==> config.mk <==
export PLATFORM = sky130hd
export DESIGN_NAME = vertical_dwt_row_scheduler
export DESIGN_NICKNAME = d
export VERILOG_FILES = /design/src/rtl/vertical_dwt_row_scheduler.sv
export SDC_FILE = /design/constraint.sdc
export NUM_CORES = 1
export LEC_CHECK = 0
export ABC_AREA = 1
export CAP_MARGIN = 20
export CORE_UTILIZATION = 25
export CTS_CLUSTER_DIAMETER = 30
export CTS_CLUSTER_SIZE = 40
export DETAILED_ROUTE_END_ITERATION = 16
export HOLD_SLACK_MARGIN = 0.08
export SKIP_LAST_GASP = 1
export SYNTH_ARGS = -nofsm -noshare
export SYNTH_HDL_FRONTEND = slang
export SYNTH_SLANG_ARGS = --single-unit
export TNS_END_PERCENT = 100
==> constraint.sdc <==
create_clock -name clk_i -period 2.8 [get_ports clk_i]
set_input_delay 0.7 -clock clk_i [delete_from_list [all_inputs] [get_ports clk_i]]
set_output_delay 0.7 -clock clk_i [all_outputs]
set_load 0.01 [all_outputs]
==> src/rtl/vertical_dwt_row_scheduler.sv <==
// Row scheduler for the vertical 9/7 DWT: passes the horizontal-DWT stream
// into the vertical datapath, tags each beat with row/column information and
// appends synthetic flush rows so the lifting pipeline can drain.
module vertical_dwt_row_scheduler #(
  parameter int MaximumSideSize = 512,
  parameter int FlushRows       = 2,
  localparam int AW             = $clog2(MaximumSideSize)
) (
  input  logic          clk_i,
  input  logic          rst_ni,
  input  logic [AW-1:0] side_size_i,
  input  logic          start_i,
  output logic          busy_o,
  output logic          done_o,
  input  logic          s_valid_i,
  output logic          s_ready_o,
  input  logic          s_eol_i,
  output logic          m_valid_o,
  input  logic          m_ready_i,
  output logic          m_eol_o,
  output logic [AW-1:0] row_o,
  output logic          first_row_o,
  output logic          last_row_o,
  output logic          flush_o,
  output logic [AW-1:0] col_addr_o,
  output logic          overflow_o
);

  typedef enum logic [1:0] {IDLE, RUN, FLUSH} state_t;

  localparam logic [1:0]    LastFlush = 2'(FlushRows - 1);
  localparam logic [AW-1:0] ColMax    = AW'(MaximumSideSize - 1);

  state_t        state_q, state_d;
  logic [AW-1:0] row_q, col_q, width_q, rows_q;
  logic [1:0]    flush_cnt_q;
  logic          overflow_q, done_q;
  logic          handshake, done_set;
  logic          row_is_last, col_at_width;

  assign row_is_last  = (row_q == rows_q - AW'(1));
  assign col_at_width = (col_q == width_q);

  assign busy_o      = (state_q != IDLE);
  assign done_o      = done_q;
  assign overflow_o  = overflow_q;
  assign col_addr_o  = col_q;
  assign row_o       = (state_q == FLUSH) ? rows_q + AW'(flush_cnt_q) : row_q;
  assign first_row_o = (state_q != FLUSH) && (row_q == '0);
  assign last_row_o  = (state_q != FLUSH) && row_is_last;

  // State register
  always_ff @(posedge clk_i or negedge rst_ni) begin
    if (!rst_ni) state_q <= IDLE;
    else         state_q <= state_d;
  end

  // Next-state decode and handshake steering for each phase
  always_comb begin
    state_d   = state_q;
    s_ready_o = 1'b0;
    m_valid_o = 1'b0;
    m_eol_o   = 1'b0;
    flush_o   = 1'b0;
    handshake = 1'b0;
    done_set  = 1'b0;
    case (state_q)
      IDLE: begin
        if (start_i) state_d = RUN;
      end
      RUN: begin
        m_valid_o = s_valid_i;
        s_ready_o = m_ready_i;
        m_eol_o   = s_eol_i;
        handshake = s_valid_i & m_ready_i;
        if (handshake && s_eol_i && row_is_last) state_d = FLUSH;
      end
      FLUSH: begin
        m_valid_o = 1'b1;
        flush_o   = 1'b1;
        m_eol_o   = col_at_width;
        handshake = m_ready_i;
        if (handshake && col_at_width && (flush_cnt_q == LastFlush)) begin
          state_d  = IDLE;
          done_set = 1'b1;
        end
      end
      default: state_d = IDLE;
    endcase
  end

  // Row/column counters, tile geometry, sticky overflow and done pulse
  always_ff @(posedge clk_i or negedge rst_ni) begin
    if (!rst_ni) begin
      row_q       <= '0;
      col_q       <= '0;
      width_q     <= '0;
      rows_q      <= '0;
      flush_cnt_q <= '0;
      overflow_q  <= 1'b0;
      done_q      <= 1'b0;
    end else begin
      done_q <= done_set;
      case (state_q)
        IDLE: begin
          if (start_i) begin
            rows_q      <= (side_size_i < AW'(2)) ? AW'(2) : side_size_i;
            row_q       <= '0;
            col_q       <= '0;
            flush_cnt_q <= '0;
            overflow_q  <= 1'b0;
          end
        end
        RUN: begin
          if (handshake) begin
            if (s_eol_i) begin
              width_q <= col_q;
              col_q   <= '0;
              if (row_is_last) flush_cnt_q <= '0;
              else             row_q       <= row_q + AW'(1);
            end else if (col_q == ColMax) begin
              col_q      <= '0;
              overflow_q <= 1'b1;
            end else begin
              col_q <= col_q + AW'(1);
            end
          end
        end
        FLUSH: begin
          if (handshake) begin
            if (col_at_width) begin
              col_q       <= '0;
              flush_cnt_q <= flush_cnt_q + 2'd1;
            end else begin
              col_q <= col_q + AW'(1);
            end
          end
        end
        default: ;
      endcase
    end
  end

endmodule

==> results.ini <==
[outcome]
status = complete, no violations

[route]
vias = 3058
routed_wl_mm = 8.42
viasPerCell = 4.50
drt-pass1-iter-count = 5
drtAntennaViolNets = 0
drt_iter0_drc = 186
wl_per_cell_um = 12.4
drcViolationCount = 0

[clocking]
cts_hold_buf = 0
cts-root-buf = clkbuf_16
cts_buffers = 5
cts_tree = yes
h-tree-depth = 2
clk_pin_slew_ns = 0.06
clockBufferDepth = 2
clock_latency_ns = 0.29
cts.sinks = 42

[synth]
yosysSeqAreaShare_pct = 34.0
yosysWarnings = 0
netlist_area_mm2 = 0.00309
syn-num-nets = 473
synth_cell_type_count = 32
synth_cells = 444
syn_area_per_cell_um2 = 6.97
ys_seq_elements = 42
synth_area_leaders = dfrtp_1 (34%), nand2_1 (16%), o21ai_0 (6.0%), nor2_1 (5.9%), nand3_1 (5.8%)
synth_area_leader_cell = dfrtp_1
yosysTopAreaCellShare_pct = 34.0

[sta]
finClkSkew_ns = 0.00480
max_freq_mhz = 360
finalSetupViolations = 0
layout_setup_ws_ns = 0.0231
drv_slew = 0
relSlewSlack_pct = 67.5
fin_crit_sh_pct = 99.2
tightestPinTransition_ns = 0.487
rsz0062_at_grt = true
post-route-min-period_ns = 2.78
hold_violations = 0

[global_routing]
antenna_found_initial = 0
grt_pass1_wl_mm = 14.1
track_usage_pct = 13.6
grt_pass1_vias = 2960
grt_max_degree = 24
grt-ovfl-total = 0

[layout]
area_growth_pct = 32.4
fillers = 1272
nets = 540
design_area_mm2 = 0.00410
diodes = 0
drive_gt1_share_pct = 17.0

[place]
dp_hpwl_mm = 6.18
place_ws_ns = -0.168
portBuffers = 41
place.gp.congestion = 0.845
place_area_mm2 = 0.00383

[setup_path]
r2r_slack_ns = 0.56
r2r_start = state_q[0]$_DFFE_PN0P_
cp.arrival_ns = 2.08
path_max_fanout = 3
cp.required_ns = 2.10
startpoint_type = flop
reg2regPathDepth = 13
r2r-end = row_q[7]$_DFFE_PN0P_
setup.worst_path.class = flop to output port
crit_path_end_kind = output port

[floorplanning]
die_area_mm2 = 0.0128
start_util_pct = 25.7
die_width_um = 113
num_rows = 40
ioPinCount = 42
die_y_um = 113
fp.coreArea_mm2 = 0.0121

[run]
drv_cap = 0

[worst_hold_path]
hold_path_class = primary input to asynchronous set/reset pin

[pwr]
power.density_mw_per_mm2 = 813
vdd_ir_drop_max_uv = 334
p_leak_nw = 1.95

[how the worst max path moves through the flow]
stage / start / end / slack (ns) / depth (start not counted)
5_1_grt: rows_q[0]$_DFFE_PN0P_ / row_o[8] / -0.16 / 11
4_1_cts: flush_cnt_q[0]$_DFFE_PN0P_ / row_o[6] / -0.14 / 10
3_5_place_dp: flush_cnt_q[0]$_DFFE_PN0P_ / row_o[8] / -0.17 / 11
2_1_floorplan: rows_q[0]$_DFFE_PN0P_ / row_o[8] / 0.25 / 10
6_report: rows_q[0]$_DFFE_PN0P_ / row_o[8] / 0.02 / 11
3_3_place_gp: rows_q[0]$_DFFE_PN0P_ / row_o[8] / -0.19 / 11
[Yosys cell counts]
cell type,n
nor2_1,49
clkbuf_1,4
nand2_4,3
a221o_1,1
nor3_1,5
nand4_1,11
buf_4,3
a21oi_1,7
buf_2,4
a31oi_1,1
fa_1,1
ha_1,13
o21ai_0,37
nor2_2,2
o21bai_2,1
clkbuf_2,2
buf_6,1
nand2_2,4
dfrtp_1,42
nand3_2,2
a21oi_4,2
nand3_1,36
o22ai_1,3
xor2_1,12
xnor2_1,10
or2_2,1
inv_1,48
nand2_1,129
nor4_1,1
mux2_2,1
nor2_4,3
inv_2,5
[metrics by stage]
stage	setup TNS, ns	utilization (%)	std cells	power, mW	hold slack, ns
after floorplan	0	-	444	1.92	0.404
after global placement	-0.301	31.8	666	2.42	0.486
after detailed placement	-0.297	31.8	666	2.44	0.494
after CTS	-0.355	33.4	674	3.26	0.377
after global routing	-0.282	34.0	680	3.59	0.398
final	0	34.0	680	3.33	0.366
[critical path, stage by stage, from the launching register on]
cell and delay [ns]:
dfrtp_1 0.37, ha_2 0.19, inv_1 0.05, fa_2 0.33, inv_2 0.07, nand3_2 0.08, nor2_2 0.11, nand2_1 0.09
nor3_2 0.14, xnor2_1 0.09, o21ai_1 0.12, buf_2 0.14
[power by group]
part	total [mW]	leakage [nW]	switching, mW	internal (mW)
clock	0.780	0.0940	0.266	0.513
combinational	1.66	1.29	1.01	0.646
sequential	0.892	0.565	0.174	0.718
[cell usage in the layout (no fill, tap or decap), types with 3 or more instances in the layout]
master / Yosys / layout
inv_2: 5 / 9
clkbuf_16: 0 / 5
o21ai_1: 0 / 5
inv_1: 48 / 44
buf_2: 4 / 5
nand4_1: 11 / 11
dlygate4sd2_1: 0 / 4
nand2_1: 129 / 128
nor2_2: 2 / 4
buf_4: 3 / 31
nor2_1: 49 / 47
o22ai_1: 3 / 3
a21oi_1: 7 / 7
o21ai_0: 37 / 32
ha_1: 13 / 10
clkdlybuf4s50_1: 0 / 29
nand3_2: 2 / 3
nor3_1: 5 / 3
nand2_2: 4 / 5
nor2_4: 3 / 3
xor2_1: 12 / 12
nand3_1: 36 / 35
dfrtp_1: 42 / 41
xnor2_1: 10 / 10
nand2_4: 3 / 3
[cell type report]
| type | count | area, um2 | share of cell area, % |
|---|---|---|---|
| clock buffers | 5 | 125 | 3.05 |
| clock inverters | 3 | 68.8 | 1.68 |
| inverters | 53 | 199 | 4.85 |
| multi-input cells | 335 | 1810 | 44.3 |
| flip-flops and latches | 42 | 1050 | 25.7 |
| well taps | 168 | 210 | 5.13 |
| repair buffers | 74 | 628 | 15.3 |
[registers in the layout, summed over array words and instances, names as in the netlist]
signal / count
width_q: 9
rows_q: 9
row_q: 9
col_addr_o: 9
done_o: 1
overflow_o: 1
flush_cnt_q: 2
state_q: 2
[cell families (layout without fill, tap and decap cells)]
family          count (synthesis)  in the layout  synth area share, %
fa+ha+maj                      14             14                 5.90
mux                             1              1                0.364
buf+inv                        67            135                 8.98
compound gates                 52             52                 9.66
flops                          42             42                 34.0
simple gates                  246            246                 34.9
xor+xnor                       22             22                 6.23
[per-layer routing]
layer | routed length (um) | part of all wire [%] | vias up | GRT usage [%]
met5 | 0 | 0 | - | 0
met4 | 61 | 0.72 | 0 | 2.63
met3 | 383 | 4.6 | 7 | 2.52
met2 | 3990 | 47 | 84 | 23.6
met1 | 3980 | 47 | 1414 | 17.8
li1 | - | - | 1553 | -
[what timing repair did]
item	CTS	global route
endpoints found under the setup margin	11	9
pin swaps	2	14
gates resized for setup	27	25
buffers inserted	0	6
Note: power is estimated with default switching activity, not from simulation.
